[src/rtl/helios_link_pkg.sv]
// rtl/helios_link_pkg.sv - shared link constants and arbiter state type
package helios_link_pkg;

  localparam int LINK_W        = 64;
  localparam int HDR_LEN_LSB   = 0;
  localparam int HDR_LEN_WIDTH = 8;

  typedef enum logic {
    IDLE = 1'b0,
    XFER = 1'b1
  } arb_state_t;

endpackage

[src/rtl/rr_select.sv]
// rtl/rr_select.sv - combinational round-robin priority picker
module rr_select #(
  parameter int N = 4,
  parameter int W = 2
) (
  input  logic [N-1:0] req,
  input  logic [W-1:0] ptr,
  output logic [W-1:0] winner,
  output logic         any
);

  function automatic logic [W-1:0] idx_of(input logic [W-1:0] base, input int k);
    return W'((int'(base) + k) % N);
  endfunction

  // Scan offsets from farthest to nearest so the requester closest to ptr is assigned last and wins
  always_comb begin
    winner = '0;
    any    = |req;
    for (int k = N - 1; k >= 0; k--) begin
      if (req[idx_of(ptr, k)]) winner = idx_of(ptr, k);
    end
  end

endmodule

[src/rtl/leaf_uplink_arbiter.sv]
// rtl/leaf_uplink_arbiter.sv - message-aware round-robin merge of leaf links into the root port
module leaf_uplink_arbiter
  import helios_link_pkg::*;
#(
  parameter int NUM_LEAVES = 4,
  parameter int LEN_LSB    = HDR_LEN_LSB,
  parameter int LEN_WIDTH  = HDR_LEN_WIDTH,
  parameter int SRC_W      = (NUM_LEAVES > 1) ? $clog2(NUM_LEAVES) : 1
) (
  input  logic                         clk,
  input  logic                         reset,
  input  logic [LINK_W*NUM_LEAVES-1:0] leaf_tx_data,
  input  logic [NUM_LEAVES-1:0]        leaf_tx_valid,
  output logic [NUM_LEAVES-1:0]        leaf_tx_ready,
  output logic [LINK_W-1:0]            root_rx_data,
  output logic                         root_rx_valid,
  input  logic                         root_rx_ready,
  output logic [SRC_W-1:0]             root_rx_src,
  output logic                         root_rx_last,
  output logic                         busy
);

  arb_state_t           state;
  logic [SRC_W-1:0]     grant;
  logic [SRC_W-1:0]     rr_ptr;
  logic [SRC_W-1:0]     winner;
  logic [SRC_W-1:0]     sel;
  logic [SRC_W-1:0]     rr_next;
  logic [LEN_WIDTH-1:0] remaining;
  logic [LEN_WIDTH-1:0] hdr_len;
  logic [LINK_W-1:0]    in_data;
  logic                 any_req;
  logic                 slot_free;
  logic                 in_fire;
  logic                 in_last;

  rr_select #(
    .N (NUM_LEAVES),
    .W (SRC_W)
  ) u_rr_select (
    .req    (leaf_tx_valid),
    .ptr    (rr_ptr),
    .winner (winner),
    .any    (any_req)
  );

  assign slot_free = !root_rx_valid || root_rx_ready;
  assign sel       = (state == IDLE) ? winner : grant;
  assign hdr_len   = in_data[LEN_LSB +: LEN_WIDTH];
  assign in_last   = (state == IDLE) ? (hdr_len == '0) : (remaining == LEN_WIDTH'(1));
  assign rr_next   = (sel == SRC_W'(NUM_LEAVES - 1)) ? '0 : sel + 1'b1;
  assign in_fire   = |(leaf_tx_ready & leaf_tx_valid);
  assign busy      = (state == XFER);

  // Route the selected leaf's beat in and open only that leaf's ready when the output slot can take it
  always_comb begin
    leaf_tx_ready = '0;
    in_data       = '0;
    for (int i = 0; i < NUM_LEAVES; i++) begin
      if (SRC_W'(i) == sel) begin
        in_data          = leaf_tx_data[LINK_W*i +: LINK_W];
        leaf_tx_ready[i] = !reset && slot_free && ((state == XFER) || any_req);
      end
    end
  end

  // One-entry output register: load on any accepted beat, otherwise drain when the root takes it
  always_ff @(posedge clk) begin
    if (reset) begin
      root_rx_valid <= 1'b0;
      root_rx_data  <= '0;
      root_rx_src   <= '0;
      root_rx_last  <= 1'b0;
    end else if (in_fire) begin
      root_rx_valid <= 1'b1;
      root_rx_data  <= in_data;
      root_rx_src   <= sel;
      root_rx_last  <= in_last;
    end else if (root_rx_ready) begin
      root_rx_valid <= 1'b0;
    end
  end

  // Message tracking: lock the grant for a whole message, advance the pointer when it completes
  always_ff @(posedge clk) begin
    if (reset) begin
      state     <= IDLE;
      grant     <= '0;
      remaining <= '0;
      rr_ptr    <= '0;
    end else if (in_fire) begin
      case (state)
        IDLE: begin
          remaining <= hdr_len;
          if (hdr_len != '0) begin
            grant <= sel;
            state <= XFER;
          end else begin
            rr_ptr <= rr_next;
          end
        end
        XFER: begin
          remaining <= remaining - LEN_WIDTH'(1);
          if (remaining == LEN_WIDTH'(1)) begin
            rr_ptr <= rr_next;
            state  <= IDLE;
          end
        end
        default: state <= IDLE;
      endcase
    end
  end

endmodule

[config.mk]
export PLATFORM = sky130hd
export DESIGN_NAME = leaf_uplink_arbiter
export DESIGN_NICKNAME = d
export VERILOG_FILES = /design/src/rtl/helios_link_pkg.sv /design/src/rtl/rr_select.sv /design/src/rtl/leaf_uplink_arbiter.sv
export SDC_FILE = /design/constraint.sdc
export NUM_CORES = 1
export LEC_CHECK = 0
export ABC_AREA = 1
export CORE_ASPECT_RATIO = 1.4
export CORE_UTILIZATION = 25
export CTS_BUF_LIST = sky130_fd_sc_hd__clkbuf_8
export CTS_CLUSTER_SIZE = 16
export DETAILED_ROUTE_END_ITERATION = 8
export PLACE_DENSITY = 0.66
export SLEW_MARGIN = 20
export SYNTH_ARGS = -nofsm -noshare
export SYNTH_HDL_FRONTEND = slang
export SYNTH_HIERARCHICAL = 1
export SYNTH_SLANG_ARGS = --single-unit
[constraint.sdc]
create_clock -name clk -period 7.05 [get_ports clk]
set_clock_uncertainty 0.2 [all_clocks]
set_input_delay 1.41 -clock clk [delete_from_list [all_inputs] [get_ports clk]]
set_output_delay 1.41 -clock clk [all_outputs]
set_load 0.01 [all_outputs]
==> flow_metrics.py, run 1 <==
metrics = {
    "synthesis": {
        "synth-seq-cells": 81,
        "synth_cell_type_count": 28,
        "yosysSeqAreaShare": 0.309,
        "syn_area_per_cell_um2": 6.40,
        "ys_warn_count": 6,
        "netlist_instances": 819,
        "syn_nets": 1088,
        "syn_area_um2": 5240,
    },
    "final_layout": {
        "fin_nets": 1380,
        "syn_to_final_growth_pct": 69.5,
        "drive_gt1_frac": 0.0349,
        "layout_common_cells": "335 x clkdlybuf4s50_1, 190 x nand2_1, 153 x o21ai_0, 94 x nor2_1, 89 x a21oi_1",
        "multi_input_area_um2": 3220,
        "num-fill-cells": 2150,
        "fin_area_um2": 8880,
        "regArea_um2": 1620,
        "num_antenna_cells": 0,
        "layout_commonest_cell": "clkdlybuf4s50_1",
    },
    "clock_tree": {
        "cts_setup_buffers": 0,
        "root_buffer": "clkbuf_8",
        "clk_pin_slew_ps": 100,
        "clockBufferDepth": 2,
        "htree_levels": 3,
        "cts_hold_buf": 0,
        "cts_sinks": 81,
        "cts_tree": "yes",
        "cts_made_buffers": 9,
        "cts_resized": 0,
        "clock_latency_ps": 380,
    },
    "global_route": {
        "overflow": 0,
        "grt_pass1_vias": 6344,
        "grt_start_max_net_pins": 79,
        "antenna_found_initial": 0,
        "grt_pass1_wl_mm": 34.2,
        "gr-usage-all-layers": 0.200,
    },
    "run_status": {
        "outcome": "completed",
    },
    "timing": {
        "period_share": 0.830,
        "rsz0062_at_grt": "no",
        "fmax_mhz": 171,
        "hold_violations": 0,
        "setup_viol": 0,
        "worstMarginPinSlew_ps": 813,
        "fin_crit_ps": 5850,
        "relSlewSlack": 0.458,
        "slew_viol_final": 0,
        "setup_tns_ps": 0,
        "setup_ws_ps": 1200,
    },
    "worst_setup_path": {
        "cp-start-kind": "primary input",
        "cp_data_required_time_ps": 5440,
        "crit_type": "in -> out",
        "crit_fanout": 56,
        "worstPathArrival_ps": 4240,
        "end_kind": "primary output",
    },
    "pwr": {
        "p_leak_nw": 3.40,
        "power.density_nw_per_um2": 407,
        "irDropWorstVdd_mv": 0.233,
    },
    "routing": {
        "via_per_inst": 4.83,
        "drt_first_pass_iters": 5,
        "wire_per_inst_um": 16.1,
        "dr_total_vias": 6624,
        "drc": 0,
        "ant_nets": 0,
        "wirelength_mm": 22.1,
        "drt_iter0_drc": 346,
    },
    "floorplanning": {
        "num_rows": 62,
        "floorplan.initialDensity": 0.255,
        "fp.dieH_um": 173,
        "dieArea_um2": 21600,
        "ios": 336,
        "die_w_um": 124,
        "core_area_um2": 20600,
    },
    "run": {
        "drv_cap": 0,
    },
    "placement": {
        "portBuffers": 335,
        "place_area_um2": 8710,
        "gp_congestion": 0.799,
        "pre_cts_ws_ps": 1170,
        "dpl.hpwl_mm": 16.0,
    },
    "worst_hold_path": {
        "hold_path.class": "reg -> reg",
    },
}
[cell type report]
cell class / instances / share of cell area
inverters: 30 / 0.0128
repair buffers: 344 / 0.386
clock inverters: 7 / 0.00591
clock buffers: 9 / 0.0139
flip-flops and latches: 81 / 0.183
multi-input cells: 645 / 0.362
well taps: 256 / 0.0361
[through the flow]
stage,utilization,instances,power [mW],hold WS (ps)
3_5_place_dp,0.424,1356,3.31,268
2_1_floorplan,-,819,2.44,244
6_report,0.432,1372,3.62,280
5_1_grt,0.432,1372,4.04,311
3_3_place_gp,0.424,1356,3.29,260
4_1_cts,0.432,1372,3.67,286
[per-layer routing]
metal / part of all wire / vias up / global-route usage
met5: 0 / - / 0
met4: 0.023 / 0 / 0.0653
met3: 0.080 / 33 / 0.0583
met2: 0.49 / 310 / 0.350
met1: 0.41 / 2932 / 0.230
li1: - / 3349 / -
[cells in the mapped netlist]
library cell | count | area, um2
o21ai_1 | 12 | 60.1
dfxtp_1 | 81 | 1620
a21oi_2 | 1 | 8.76
a211oi_1 | 1 | 7.51
a22oi_1 | 30 | 225
a21boi_0 | 5 | 37.5
a21boi_1 | 2 | 15.0
nor2_4 | 1 | 11.3
inv_1 | 27 | 101
mux2i_1 | 30 | 300
buf_1 | 3 | 11.3
or2_1 | 1 | 6.26
nor2_1 | 95 | 357
nand3_1 | 22 | 110
nand4_1 | 2 | 12.5
inv_2 | 3 | 11.3
ha_1 | 6 | 75.1
buf_4 | 3 | 22.5
nand2_1 | 190 | 713
a21oi_1 | 89 | 445
nand3_2 | 1 | 10.0
buf_6 | 7 | 78.8
nand2_2 | 2 | 12.5
nor3_1 | 1 | 5.00
or2_2 | 1 | 6.26
buf_2 | 18 | 90.1
clkbuf_1 | 32 | 120
o21ai_0 | 153 | 766
[final timing paths]
| kind | slack [ps] | from | cells after the start | end |
|---|---|---|---|---|
| setup reg to reg | 2650 | busy | 16 | rr_ptr[0] |
| hold reg to reg | 280 | root_rx_last | 2 | root_rx_last |
| setup / recovery | 1200 | leaf_tx_valid[1] | 17 | leaf_tx_ready[2] |
| hold / removal | 280 | root_rx_last | 2 | root_rx_last |
[power by group]
part,total [mW],internal [mW],switching (mW)
clock network,0.335,0.131,0.204
logic,2.62,1.01,1.62
registers,0.661,0.588,0.0731
total,3.62,1.73,1.89
[flip-flops by register name, indices dropped and copies added (netlist names)]
register,cells
busy,1
grant,2
remaining,8
root_rx_data,64
root_rx_last,1
root_rx_src,2
root_rx_valid,1
rr_ptr,2
[worst max-delay path: stages]
cell	delay, ps
clkdlybuf4s50_1	500
inv_1	80
nand2_1	90
nand3_1	110
nand2_1	90
nand2_1	60
nand2_1	60
nand2_1	50
nand2_1	50
inv_1	40
nand2_1	50
nand2_1	130
inv_1	210
ha_4	490
inv_2	70
nor2_1	180
clkdlybuf4s50_1	560
[cell families (layout without fill, tap and decap cells)]
family | Yosys count | after routing | share of synthesized area
AOI/OAI and AO/OA | 293 | 293 | 0.299
adders and majority gates | 6 | 6 | 0.0143
buffers and inverters | 93 | 390 | 0.0831
DFF | 81 | 81 | 0.309
muxes | 30 | 30 | 0.0573
and+or+nand+nor | 316 | 316 | 0.237
(Power assumes the default switching activity.)
==> run 2: changes to the inputs <==
clock period = 5.9 ns   (was 7.05 ns; I/O delays follow)
==> run 2 against run 1 <==
Against the previous run: die area is the same; largest power group unchanged; first-iteration DRC count grew 5.2%; register-to-register slack lost 1100 ps; non-clock buffer count grew 4; power grew 20%; via count shrank 0.63%; clock power grew 11%.
==> flow_metrics.py, run 2 (same netlist as run 1, synthesis figures left out) <==
metrics = {
    "final_layout": {
        "num_antenna_cells": 0,
        "multi_input_area_um2": 3220,
        "fin_cells": 1375,
        "fin_util": 0.433,
        "drive_gt1_frac": 0.0357,
        "layout_common_cells": "335 x clkdlybuf4s50_1, 190 x nand2_1, 153 x o21ai_0, 94 x nor2_1, 89 x a21oi_1",
        "fin_nets": 1384,
        "top_register": "root_rx_data",
        "layout_commonest_cell": "clkdlybuf4s50_1",
        "syn_to_final_growth_pct": 69.8,
        "largest_reg_flops": 64,
        "top_regs": "root_rx_data x64, remaining x8",
        "regArea_um2": 1620,
        "num-fill-cells": 2143,
    },
    "timing": {
        "setup_viol": 0,
        "rsz0062_at_grt": "no",
        "hold_violations": 0,
        "worstMarginPinSlew_ps": 788,
        "slew_viol_final": 0,
        "fin_crit_ps": 5310,
        "fmax_mhz": 188,
        "setup_tns_ps": 0,
        "relSlewSlack": 0.475,
        "period_share": 0.901,
    },
    "worst_setup_path": {
        "cp-start-kind": "primary input",
        "critPathLaunch": "leaf_tx_valid[3]",
        "cp_data_required_time_ps": 4520,
        "path_common_cell": "nand2_1",
        "crit_slowest_cell": "clkdlybuf4s50_1",
        "r2r-start": "rr_ptr[0]",
        "crit_path_max_incr_delay_ps": 550,
        "crit_fanout": 6,
        "r2r-end": "rr_ptr[0]",
        "reg2reg_depth": 22,
        "end_kind": "primary output",
        "worstPathArrival_ps": 3930,
        "ff2ff_setup_slack_ps": 1540,
        "crit_type": "in -> out",
        "crit_chain": "clkdlybuf4s50_1 -> inv_1 -> nand2_1 -> nand2_1 -> nand2_2 -> nand2_1 -> nand3_1 -> nand3_1 -> nand2_1 -> o21ai_0 -> ha_1 -> inv_1 -> nor2_1 -> clkdlybuf4s50_1",
    },
    "routing": {
        "wire_per_inst_um": 15.9,
        "ant_nets": 0,
        "drc": 0,
        "drt_iter0_drc": 364,
        "wirelength_mm": 21.8,
        "drt_first_pass_iters": 5,
        "dr_total_vias": 6582,
        "via_per_inst": 4.79,
    },
    "clock_tree": {
        "cts_setup_buffers": 0,
        "cts_hold_buf": 0,
        "cts_tree": "yes",
        "cts_made_buffers": 9,
        "cts_sinks": 81,
        "clockBufferDepth": 2,
        "htree_levels": 3,
        "cts_resized": 0,
        "root_buffer": "clkbuf_8",
        "clk_pin_slew_ps": 90,
        "clock_latency_ps": 360,
    },
    "global_route": {
        "grtUsageMet3": 0.0528,
        "met1_usage": 0.223,
        "overflow": 0,
        "use_met2": 0.354,
        "antenna_found_initial": 0,
        "gr-usage-all-layers": 0.198,
        "grt_pass1_vias": 6433,
        "grt_start_max_net_pins": 113,
        "busiest_layer": "met2",
        "grt_pass1_wl_mm": 33.9,
    },
    "floorplanning": {
        "floorplan.initialDensity": 0.255,
        "fp.dieH_um": 173,
        "core_area_um2": 20600,
        "ios": 336,
        "num_rows": 62,
        "die_w_um": 124,
        "dieArea_um2": 21600,
    },
    "pwr": {
        "p_leak_nw": 3.42,
        "power.density_nw_per_um2": 486,
        "irDropWorstVdd_mv": 0.233,
    },
    "run_status": {
        "outcome": "completed",
    },
    "worst_hold_path": {
        "hold_end": "root_rx_last",
        "whs_path_depth": 2,
        "hp-start": "root_rx_last",
        "hold_path.class": "reg -> reg",
    },
    "placement": {
        "gp_congestion": 0.806,
        "dpl.cell_count": 1360,
        "dpl.hpwl_mm": 16.0,
        "portBuffers": 335,
    },
    "run": {
        "drv_cap": 0,
    },
}
-- run 2: cell types whose count changed in the layout (fill, tap and decap cells not counted) --
cell,change
inv_6,-3
clkinv_4,-1
buf_4,+4
clkbuf_8,+1
inv_1,+2
-- run 2: layout make-up --
class / instances / share of cell area
repair buffers: 348 / 0.389
multi-input cells: 645 / 0.362
flip-flops and latches: 81 / 0.182
well taps: 256 / 0.0360
clock buffers: 10 / 0.0155
inverters: 30 / 0.0128
clock inverters: 5 / 0.00281
-- run 2: how the worst max path moves through the flow --
stage                       end  slack (ps)  depth (start not counted)
2_1_floorplan  leaf_tx_ready[0]        1930                         12
3_3_place_gp          rr_ptr[0]         590                         23
3_5_place_dp          rr_ptr[1]         500                         24
4_1_cts        leaf_tx_ready[0]         620                         14
5_1_grt               rr_ptr[1]         360                         23
6_report       leaf_tx_ready[0]         590                         14
-- run 2: worst max-delay path: cells and delay by family --
family	cells	cell delay, ps
and+or+nand+nor	8	640
adders and majority gates	1	400
AOI/OAI and AO/OA	1	460
buffers and inverters	4	1240
-- run 2: through the flow --
stage	hold slack [ps]	power [mW]	setup slack (ps)	instance area (um2)
CTS	292	4.38	616	8900
floorplan	244	2.92	1930	5240
finish	286	4.33	585	8900
global route	316	4.82	358	8900
global placement	257	3.96	593	8740
detailed placement	273	3.99	501	8740
-- run 2: where the power goes --
group          internal [mW]  switching (mW)  total [mW]  leakage [nW]
logic                   1.23            1.95        3.18          2.67
registers              0.703          0.0768       0.780         0.666
clock network          0.158           0.213       0.371        0.0905
-- run 2: routing by layer --
layer,up-vias,wire [um]
li1,3357,-
met1,2914,8860
met2,283,10800
met3,28,1650
met4,0,497
met5,-,0
==> run 3: changes to the inputs <==
CAP_MARGIN = 20   (was unset)
SETUP_SLACK_MARGIN = 0.5   (was unset)
clock period = 6.4 ns   (was 5.9 ns; I/O delays follow)
==> run 3 against run 2 <==
Against the previous run: clock power about the same; largest power group unchanged; sequential share of layout area barely moved; combinational power fell by 8.2%; highest routed layer unchanged.
==> flow_metrics.py, run 3 (same netlist as run 1, synthesis figures left out) <==
metrics = {
    "run_status": {
        "outcome": "completed",
    },
    "clock_tree": {
        "clk_pin_slew_ps": 100,
        "cts_sinks": 81,
        "cts_tree": "yes",
        "clock_latency_ps": 370,
        "clockBufferDepth": 2,
        "cts_hold_buf": 0,
        "root_buffer": "clkbuf_8",
        "htree_levels": 3,
        "cts_made_buffers": 9,
        "cts_resized": 0,
        "cts_setup_buffers": 0,
    },
    "routing": {
        "drt_first_pass_iters": 6,
        "wire_per_inst_um": 16.0,
        "wirelength_mm": 22.0,
        "drt_iter0_drc": 318,
        "dr_total_vias": 6600,
        "ant_nets": 0,
        "via_per_inst": 4.80,
        "drc": 0,
    },
    "final_layout": {
        "fin_util": 0.433,
        "layout_common_cells": "335 x clkdlybuf4s50_1, 190 x nand2_1, 153 x o21ai_0, 94 x nor2_1, 89 x a21oi_1",
        "fin_cells": 1374,
        "layout_commonest_cell": "clkdlybuf4s50_1",
        "num-fill-cells": 2133,
        "fin_nets": 1382,
        "num_antenna_cells": 0,
        "syn_to_final_growth_pct": 69.9,
        "top_regs": "root_rx_data x64, remaining x8",
        "drive_gt1_frac": 0.0349,
        "fin_area_um2": 8910,
        "largest_reg_flops": 64,
        "top_register": "root_rx_data",
    },
    "worst_hold_path": {
        "whs_path_depth": 2,
        "hold_path.class": "reg -> reg",
    },
    "pwr": {
        "irDropWorstVdd_mv": 0.288,
        "power_mw": 4.01,
        "p_leak_nw": 3.42,
        "power.density_nw_per_um2": 451,
    },
    "floorplanning": {
        "die_w_um": 124,
        "core_area_um2": 20600,
        "ios": 336,
        "fp.dieH_um": 173,
        "dieArea_um2": 21600,
        "num_rows": 62,
        "floorplan.initialDensity": 0.255,
    },
    "timing": {
        "fmax_mhz": 181,
        "relSlewSlack": 0.465,
        "setup_ws_ps": 863,
        "setup_viol": 0,
        "fin_crit_ps": 5540,
        "worstMarginPinSlew_ps": 803,
        "slew_viol_final": 0,
        "period_share": 0.865,
        "rsz0062_at_grt": "no",
        "holdWs_ps": 273,
        "hold_violations": 0,
        "setup_tns_ps": 0,
    },
    "worst_setup_path": {
        "path_delay_family": "buffers and inverters",
        "crit_fanout": 36,
        "end_kind": "primary output",
        "crit_slowest_cell": "clkdlybuf4s50_1",
        "crit_type": "in -> out",
        "worstPathArrival_ps": 4060,
        "cp_data_required_time_ps": 4920,
        "path_buf_inv": 6,
        "path_common_cell": "nand2_1",
        "ff2ff_setup_slack_ps": 2190,
        "cp.depth": 17,
        "crit_path_max_incr_delay_ps": 550,
        "cp-start-kind": "primary input",
        "reg2reg_depth": 11,
        "crit_chain": "clkdlybuf4s50_1 -> inv_1 -> nand2_1 -> nand3_1 -> nand2_1 -> nand2_1 -> nand2_1 -> nand2_1 -> nand2_1 -> inv_1 -> nand2_1 -> nand2_1 -> inv_1 -> ha_4 -> inv_2 -> nor2_1 -> clkdlybuf4s50_1",
    },
    "global_route": {
        "antenna_found_initial": 0,
        "grt_pass1_vias": 6317,
        "grt_pass1_wl_mm": 34.4,
        "grt_start_max_net_pins": 77,
        "gr-usage-all-layers": 0.201,
        "overflow": 0,
    },
    "placement": {
        "dpl.cell_count": 1358,
        "dpl.hpwl_mm": 16.0,
        "place_area_um2": 8720,
        "portBuffers": 335,
        "pre_cts_ws_ps": 875,
        "gp_congestion": 0.833,
    },
    "run": {
        "drv_cap": 0,
    },
}
run 3: area by class of cell:
| cell class | instances | area [um2] | share of cell area |
|---|---|---|---|
| Multi-Input combinational cell | 645 | 3220 | 0.361 |
| Tap cell | 256 | 320 | 0.0360 |
| Clock buffer | 11 | 151 | 0.0170 |
| Clock inverter | 5 | 31.3 | 0.00351 |
| Inverter | 30 | 114 | 0.0128 |
| Sequential cell | 81 | 1620 | 0.182 |
| Timing Repair Buffer | 346 | 3450 | 0.387 |
run 3: final timing paths:
kind                    start          endpoint
min              root_rx_last      root_rx_last
min reg2reg      root_rx_last      root_rx_last
max reg2reg              busy  root_rx_data[62]
max          leaf_tx_valid[1]  leaf_tx_ready[2]
run 3: power by group:
group | internal [mW] | switching (mW) | leakage, nW
Sequential | 0.648 | 0.0803 | 0.666
Clock | 0.161 | 0.208 | 0.0946
Combinational | 1.13 | 1.79 | 2.66
Total | 1.94 | 2.08 | 3.42
run 3: layer usage:
layer,share of wire,wire (um),GRT usage,vias up
met2,0.49,10900,0.351,283
met5,0,0,0,-
li1,-,-,-,3365
met1,0.41,8940,0.237,2926
met3,0.078,1710,0.0525,26
met4,0.021,463,0.0622,0
run 3: worst reg2reg max path: stages, from the launching register on:
cell and delay [ps]:
dfxtp_1 770, inv_1 320, or2_2 360, o21ai_0 240, ha_2 320, buf_4 630, nor2_4 140, buf_4 370
a22oi_1 300, o21ai_0 130, mux2i_1 230, a21oi_1 90
